--- config.mk ---
export PLATFORM = sky130hd
export DESIGN_NAME = serial_addsub
export DESIGN_NICKNAME = d
export VERILOG_FILES = /design/src/rtl/serial_addsub.sv
export SDC_FILE = /design/constraint.sdc
export NUM_CORES = 1
export LEC_CHECK = 0
export BUFFER_PORTS_ARGS = -buffer_cell sky130_fd_sc_hd__buf_2
export CORE_ASPECT_RATIO = 0.7
export CORE_MARGIN = 5
export CORE_UTILIZATION = 35
export CTS_CLUSTER_DIAMETER = 80
export DETAILED_ROUTE_END_ITERATION = 8
export PLACE_DENSITY = 0.63
export SETUP_SLACK_MARGIN = 0.05
export SYNTH_ARGS = -nofsm -noshare
export SYNTH_HDL_FRONTEND = slang
export SYNTH_SLANG_ARGS = --single-unit
--- constraint.sdc ---
create_clock -name clk -period 2.6 [get_ports clk]
set_input_delay 0.39 -clock clk [delete_from_list [all_inputs] [get_ports clk]]
set_output_delay 0.39 -clock clk [all_outputs]
set_load 0.05 [all_outputs]
--- src/rtl/serial_addsub.sv ---
`timescale 1ns/1ps
// Digit-serial adder/subtractor: adds or subtracts two WIDTH-bit operands
// DIGIT bits per clock, with valid/ready handshakes on both sides.
// Ports: clk, rst (sync, active high); in_valid/in_ready with a, b, sub;
// out_valid/out_ready with sum, carry_out (1 = no borrow when sub),
// overflow (two's-complement signed overflow).
module serial_addsub #(
    parameter int WIDTH = 16,
    parameter int DIGIT = 4
) (
    input  logic             clk,
    input  logic             rst,
    input  logic             in_valid,
    output logic             in_ready,
    input  logic [WIDTH-1:0] a,
    input  logic [WIDTH-1:0] b,
    input  logic             sub,
    output logic             out_valid,
    input  logic             out_ready,
    output logic [WIDTH-1:0] sum,
    output logic             carry_out,
    output logic             overflow
);

    // Guarded divisor keeps elaboration sane long enough to report a bad DIGIT.
    localparam int DIG_S = (DIGIT < 1) ? 1 : DIGIT;
    localparam int N     = WIDTH / DIG_S;
    localparam int CW    = (N > 1) ? $clog2(N) : 1;

    generate
        if (DIGIT < 1 || DIGIT > WIDTH || (WIDTH % DIG_S) != 0) begin : g_bad_cfg
            $error("serial_addsub: DIGIT must be in 1..WIDTH and divide WIDTH");
        end
    endgenerate

    typedef enum logic [1:0] {
        IDLE = 2'd0,
        RUN  = 2'd1,
        DONE = 2'd2
    } state_t;

    state_t           state_q, state_d;
    logic [WIDTH-1:0] a_q, a_d;
    logic [WIDTH-1:0] b_q, b_d;
    logic [WIDTH-1:0] sum_q, sum_d;
    logic [CW-1:0]    cnt_q, cnt_d;
    logic             carry_q, carry_d;
    logic             cout_q, cout_d;
    logic             ovf_q, ovf_d;

    logic [DIGIT-1:0] ad;
    logic [DIGIT-1:0] bd;
    logic [DIGIT:0]   dsum;
    logic             cin_msb;
    logic             last;

    // Current digit slice of each registered operand.
    assign ad   = a_q[cnt_q*DIGIT +: DIGIT];
    assign bd   = b_q[cnt_q*DIGIT +: DIGIT];
    assign dsum = {1'b0, ad} + {1'b0, bd} + {{DIGIT{1'b0}}, carry_q};
    assign last = (cnt_q == CW'(N - 1));

    // Carry into the top bit of the digit recovered from the sum bit itself.
    assign cin_msb = ad[DIGIT-1] ^ bd[DIGIT-1] ^ dsum[DIGIT-1];

    always_comb begin
        state_d = state_q;
        a_d     = a_q;
        b_d     = b_q;
        sum_d   = sum_q;
        cnt_d   = cnt_q;
        carry_d = carry_q;
        cout_d  = cout_q;
        ovf_d   = ovf_q;
        unique case (state_q)
            IDLE: begin
                if (in_valid) begin
                    // Subtraction as a + ~b + 1: invert b, seed carry with 1.
                    a_d     = a;
                    b_d     = b ^ {WIDTH{sub}};
                    carry_d = sub;
                    cnt_d   = '0;
                    state_d = RUN;
                end
            end
            RUN: begin
                sum_d[cnt_q*DIGIT +: DIGIT] = dsum[DIGIT-1:0];
                carry_d = dsum[DIGIT];
                cnt_d   = cnt_q + 1'b1;
                if (last) begin
                    cout_d  = dsum[DIGIT];
                    ovf_d   = cin_msb ^ dsum[DIGIT];
                    state_d = DONE;
                end
            end
            DONE: begin
                if (out_ready) begin
                    state_d = IDLE;
                end
            end
            default: begin
                state_d = IDLE;
            end
        endcase
    end

    always_ff @(posedge clk) begin
        if (rst) begin
            state_q <= IDLE;
            a_q     <= '0;
            b_q     <= '0;
            sum_q   <= '0;
            cnt_q   <= '0;
            carry_q <= 1'b0;
            cout_q  <= 1'b0;
            ovf_q   <= 1'b0;
        end else begin
            state_q <= state_d;
            a_q     <= a_d;
            b_q     <= b_d;
            sum_q   <= sum_d;
            cnt_q   <= cnt_d;
            carry_q <= carry_d;
            cout_q  <= cout_d;
            ovf_q   <= ovf_d;
        end
    end

    assign in_ready  = (state_q == IDLE);
    assign out_valid = (state_q == DONE);
    assign sum       = sum_q;
    assign carry_out = cout_q;
    assign overflow  = ovf_q;

endmodule

==> results of run 1 <==
==> layer usage <==
| metal | routed length (um) | global-route usage (%) |
|---|---|---|
| met5 | 0 | 0 |
| met4 | 48 | 3.65 |
| met3 | 366 | 3.87 |
| met2 | 2400 | 19.3 |
| met1 | 3210 | 20.7 |
==> cells in the final DEF (no fill, tap or decap), types with 2 or more instances in the layout <==
cell type,instances
nand2_1,43
clkbuf_8,6
nand3_1,3
nand2b_1,3
nor2_1,35
fa_2,2
a21oi_1,24
mux4_2,8
xnor2_1,16
a22oi_1,14
inv_1,3
ha_1,9
dfxtp_1,54
xor2_1,2
buf_2,56
buf_4,10
a311oi_1,2
a211oi_1,16
==> area by class of cell <==
type	count	area, um^2
Inverter	3	11.3
Sequential cell	55	1100
Timing Repair Buffer	66	355
Clock buffer	7	86.3
Tap cell	98	123
Fill cell	743	4140
Clock inverter	1	8.76
Multi-Input combinational cell	194	1360
==> state kept, by name, summed over array words and instances, names as in the netlist <==
| register | count |
|---|---|
| a_q | 16 |
| b_q | 16 |
| sum | 16 |
| cnt_q | 2 |
| state_q | 2 |
| carry_out | 1 |
| carry_q | 1 |
| overflow | 1 |
==> power groups by stage <==
| stage | combinational, mW | clock [mW] | sequential [mW] |
|---|---|---|---|
| 3_5_place_dp | 0.341 | 0 | 0.943 |
| 5_1_grt | 0.382 | 0.544 | 0.928 |
| 4_1_cts | 0.345 | 0.508 | 0.922 |
| 6_report | 0.345 | 0.491 | 0.922 |
| 2_1_floorplan | 0.235 | 0 | 0.942 |
| 3_3_place_gp | 0.333 | 0 | 0.942 |
==> final timing paths <==
path              slack [ns]  endpoint  startpoint
setup / recovery        0.13  overflow    cnt_q[0]
hold reg to reg         0.46   a_q[14]     a_q[14]
hold / removal          0.31    a_q[3]        a[3]
setup reg to reg        0.13  overflow    cnt_q[0]
==> worst max-delay path: cells and delay by family, from the launching register on <==
family / cells / cell delay, ns
xor gates and xnor gates: 1 / 0.20
AOI/OAI and AO/OA: 3 / 0.46
muxes: 1 / 0.51
DFF: 1 / 0.38
adders and majority gates: 2 / 0.77
==> logic make-up after synthesis <==
kind of cell	synth area share [%]
flops	43.3
mux	7.08
simple gates	17.1
buf+inv	3.79
xor+xnor	6.20
fa+ha+maj	6.00
compound gates	16.5
==> per-stage QoR <==
stage | cells | utilization, %
after global placement | 412 | 40.7
after floorplan | 269 | -
after CTS | 421 | 42.1
after detailed placement | 412 | 40.7
after global routing | 424 | 42.4
final | 424 | 42.4
==> repair_timing <==
action,CTS,global route
setup buffers,1,3
cloned,0,0
setup endpoints to repair,1,1
pin swaps,0,6
==> metrics.yaml, run 1 <==
synth_cells: 269
hp-class: "input pin to register"
fin_area_um2: 3050
combPwrFrac_pct: 19.6
grt_pass1_wl_mm: 9.98
htree_num_levels: 2
syn_nets: 317
yosysWarnings: 0
place_ws_ns: 0.0636
drv_cap: 0
synthTopCellsByArea: "dfxtp_1, mux4_2, nand2_1, xnor2_1, nor2_1"
first_pass_iters: 4
max_stage_delay_ns: 0.51
dpl.hpwl_mm: 4.53
status: "finished, final reports clean"
synthFlopType: "dfxtp_1"
overflow: 0
synth_edf_count: 0
worstMarginPinSlew_ns: 0.624
rsz0062_at_grt: "true"
fin_ws_ns: 0.129
start_util_pct: 35.4
p_leak_nw: 1.24
grt_max_degree: 50
wl_per_cell_um: 14.2
syn_avg_cell_area_um2: 9.46
ys_seq_elements: 55
cts_resized: 0
worst_setup_path_end_kind: "register"
synth_common_cells: "dfxtp_1, nand2_1, nor2_1, a21oi_1"
synth.cell_area_um2: 2540
cts_made_buffers: 5
globalplace.congestion: 0.841
fin_crit_ns: 2.47
sw_frac_of_total_pct: 28.6
ios: 57
gr-usage-all-layers_pct: 13.8
num_vias: 2053
die-area_um2: 9100
fmax_ghz: 0.405
slew_viol_final: 0
die_x_um: 112
crit_top_cell: "fa_2"
drive_gt1_share_pct: 27.6
ys_async_sr_fraction_pct: 0
cts.path.max_buffers: 2
post-route-period-util_pct: 95.1
num-nets-final: 373
finalClockSkew_ns: 0.0128
rows: 26
yosysMostFrequentCell: "dfxtp_1"
crit_type: "register to register"
clock_latency_ns: 0.31
pwr-share-seq_pct: 52.4
ant_nets: 0
antenna_found_initial: 0
ys_seq_area_share_pct: 43.3
cp.arrival_ns: 2.64
wl_mm: 6.02
yosys.area.top_type_share_pct: 43.3
cts_hold_buffers: 0
synth_top_area_cell: "dfxtp_1"
clockPowerShare_pct: 27.9
yosys.cell_types.count: 35
cts.sinks: 55
switchingPower_uw: 503
dpl-instance-area_um2: 2930
p_per_area_nw_per_um2: 576
grt_pass1_vias: 1962
coreArea_um2: 7190
p_total_mw: 1.76
viasPerCell: 4.84
drt_iter0_drc: 94
setup_violations: 0
path_clk_slew_ns: 0.10
crit_fanout: 4
worstPathCellList: "mux4_2 > fa_2 > fa_2 > a21o_1 > a21oi_2 > xor2_1 > a311oi_1"
hold_violations: 0
die_h_um: 81.3
vdd_drop_max_mv: 0.215
critPathLaunchType: "register"
worstRegToRegCells: 7
max_slew_margin_pct: 58.4
cp_slowest_cell: "mux4_2"
tns_ns: 0
intPower_mw: 1.25
holdPathStages: 3
post-route-drc-count: 0
io_buffers: 56
hold_slack_ns: 0.305
synthToLayoutAreaGrowth_pct: 19.9
diodes: 0
cts-root-buf: "clkbuf_8"
worstPathRequired_ns: 2.77
cts_tree: "yes"
No activity file was read; power rests on OpenSTA's default activity.
==> run 2: changes to the inputs <==
Settings changed: REMOVE_ABC_BUFFERS from default to 1.
==> run 2 against run 1 <==
  * First-iteration DRC count rose by 14%
  * Sequential power decreased by 0.7%
  * Clock-buffer cell count is 1 higher
  * Clock skew fell by 0.0072 ns
  * Largest cell class unchanged
  * Largest power group unchanged
==> metrics.yaml, run 2 (synthesis gave the netlist of run 1 again) <==
die_x_um: 112  # unchanged
rows: 26  # unchanged
die-area_um2: 9100  # unchanged
status: "finished, final reports clean"
ios: 57  # unchanged
finalClockSkew_ns: 0.00552  # -0.00724 ns
fmax_ghz: 0.411  # +1.7%
worstPathCellList: "mux4_2 > fa_2 > fa_2 > a21o_1 > a21oi_2 > buf_4 > buf_4 > a311oi_1"
die_h_um: 81.3  # unchanged
p_per_area_nw_per_um2: 576  # about the same
clockPowerShare_pct: 28.5  # +0.6 points
grt_pass1_vias: 2008  # +2.3%
dpl.cell_count: 415  # +0.73%
layout_commonest_cell: "buf_2"
hold_violations: 0  # unchanged
crit_buf_inv: 2  # +2
drive_gt1_share_pct: 27.6  # unchanged
htree_num_levels: 2  # unchanged
vdd_drop_max_mv: 0.272  # +27%
gr-usage-all-layers_pct: 13.0  # -0.79 points
p_total_mw: 1.77  # +0.54%
grt_pass1_wl_mm: 9.73  # -2.5%
stdcell_count: 424  # unchanged
viasPerCell: 4.87  # +0.54%
cp_slowest_cell: "mux4_2"
wl_per_cell_um: 13.7  # -3.4%
place_ws_ns: -0.0640  # -0.128 ns
cts_made_buffers: 5  # unchanged
cts_tree: "yes"
worstMarginPinSlew_ns: 0.474  # -0.150 ns
rrSetupSlack_ns: 0.17  # +0.04 ns
crit_family: "adder cells"
layout_common_cells: "buf_2, dfxtp_1, nand2_1"
setup_violations: 0  # unchanged
start_util_pct: 35.4  # unchanged
synthToLayoutAreaGrowth_pct: 20.6
num-nets-final: 373  # unchanged
post-route-drc-count: 0  # unchanged
crit_fanout: 4  # unchanged
fin_util_pct: 42.7  # +0.24 points
drv_cap: 0  # unchanged
cp.arrival_ns: 2.60  # -0.04 ns
dpl.hpwl_mm: 4.27  # -5.6%
max_stage_delay_ns: 0.52  # about the same
grt_max_degree: 51  # +2.0%
switchingPower_uw: 486  # -3.5%
p_leak_nw: 1.25  # +0.70%
clock_latency_ns: 0.30  # about the same
wl_mm: 5.81  # -3.4%
hold_slack_ns: 0.320  # +0.0146 ns
fin_ws_ns: 0.169  # +0.0402 ns
io_buffers: 56  # unchanged
diodes: 0  # unchanged
fin_area_um2: 3070  # +0.57%
dpl-instance-area_um2: 2950  # +0.77%
crit_type: "register to register"
coreArea_um2: 7190  # unchanged
antenna_found_initial: 0  # unchanged
tns_ns: 0  # unchanged
pwr-share-seq_pct: 51.8  # -0.6 points
first_pass_iters: 4  # unchanged
cts-root-buf: "clkbuf_8"
critPathLaunchType: "register"
drt_iter0_drc: 107  # +14%
num_vias: 2064  # +0.54%
worst_setup_path_end_kind: "register"
overflow: 0  # unchanged
post-route-period-util_pct: 93.5  # -1.5 points
globalplace.congestion: 0.809  # -3.8%
combPwrFrac_pct: 19.7  # about the same
path_clk_slew_ns: 0.09  # about the same
sw_frac_of_total_pct: 27.5  # -1.1 points
cts.path.max_buffers: 2  # unchanged
intPower_mw: 1.28  # +2.2%
worstPathRequired_ns: 2.77  # about the same
rsz0062_at_grt: "false"
fin_crit_ns: 2.43  # -0.0402 ns
ant_nets: 0  # unchanged
slew_viol_final: 0  # unchanged
hp-class: "input pin to register"
fillCellCount: 737  # -0.81%
max_slew_margin_pct: 68.4  # +10 points
cts.sinks: 55  # unchanged
[run 2: cell types whose count changed in the layout (fill, tap and decap cells not counted), sizes merged]
| cell | before | now |
|---|---|---|
| clkinv | 1 | 0 |
| clkbuf | 7 | 8 |
[run 2: area by class of cell]
type | instances | area (um^2) | area share (%)
Multi-Input combinational cell | 194 | 1360 | 44.4
Inverter | 3 | 11.3 | 0.367
Tap cell | 98 | 123 | 4.00
Clock buffer | 8 | 100 | 3.26
Timing Repair Buffer | 66 | 368 | 12.0
Sequential cell | 55 | 1100 | 36.0
[run 2: what timing repair did]
action | in CTS | in global routing
setup endpoints to repair | 7 | 4
hold buffers | 0 | 0
cloned | 0 | 0
pin swaps | 0 | 1
buffers inserted | 0 | 1
gates resized for setup | 3 | 2
[run 2: worst reg2reg max path: cells and delay by family, from the launching register on]
family / cells / cell delay (ns)
AOI/OAI and AO/OA: 3 / 0.44
adders and majority gates: 2 / 0.74
buffers and inverters: 2 / 0.23
DFF: 1 / 0.38
muxes: 1 / 0.52
[run 2: power by group through the flow]
stage | sequential [mW] | clock, mW | combinational, mW
5_1_grt | 0.922 | 0.558 | 0.384
4_1_cts | 0.917 | 0.528 | 0.349
3_5_place_dp | 0.936 | 0 | 0.345
6_report | 0.916 | 0.504 | 0.348
3_3_place_gp | 0.935 | 0 | 0.341
2_1_floorplan | 0.947 | 0 | 0.199
[run 2: path summary, 6_finish.rpt]
check             startpoint        end  depth (start not counted)
setup / recovery    cnt_q[0]  carry_out                          8
hold / removal          a[6]     a_q[6]                          3
setup reg to reg    cnt_q[0]  carry_out                          8
hold reg to reg       sum[7]     sum[7]                          2
[run 2: routing by layer]
| metal | global-route usage [%] | wire length (um) | vias to the layer above |
|---|---|---|---|
| li1 | - | - | 1057 |
| met1 | 18.3 | 2980 | 949 |
| met2 | 20.4 | 2450 | 54 |
| met3 | 3.72 | 359 | 4 |
| met4 | 2.07 | 25 | 0 |
| met5 | 0 | 0 | - |
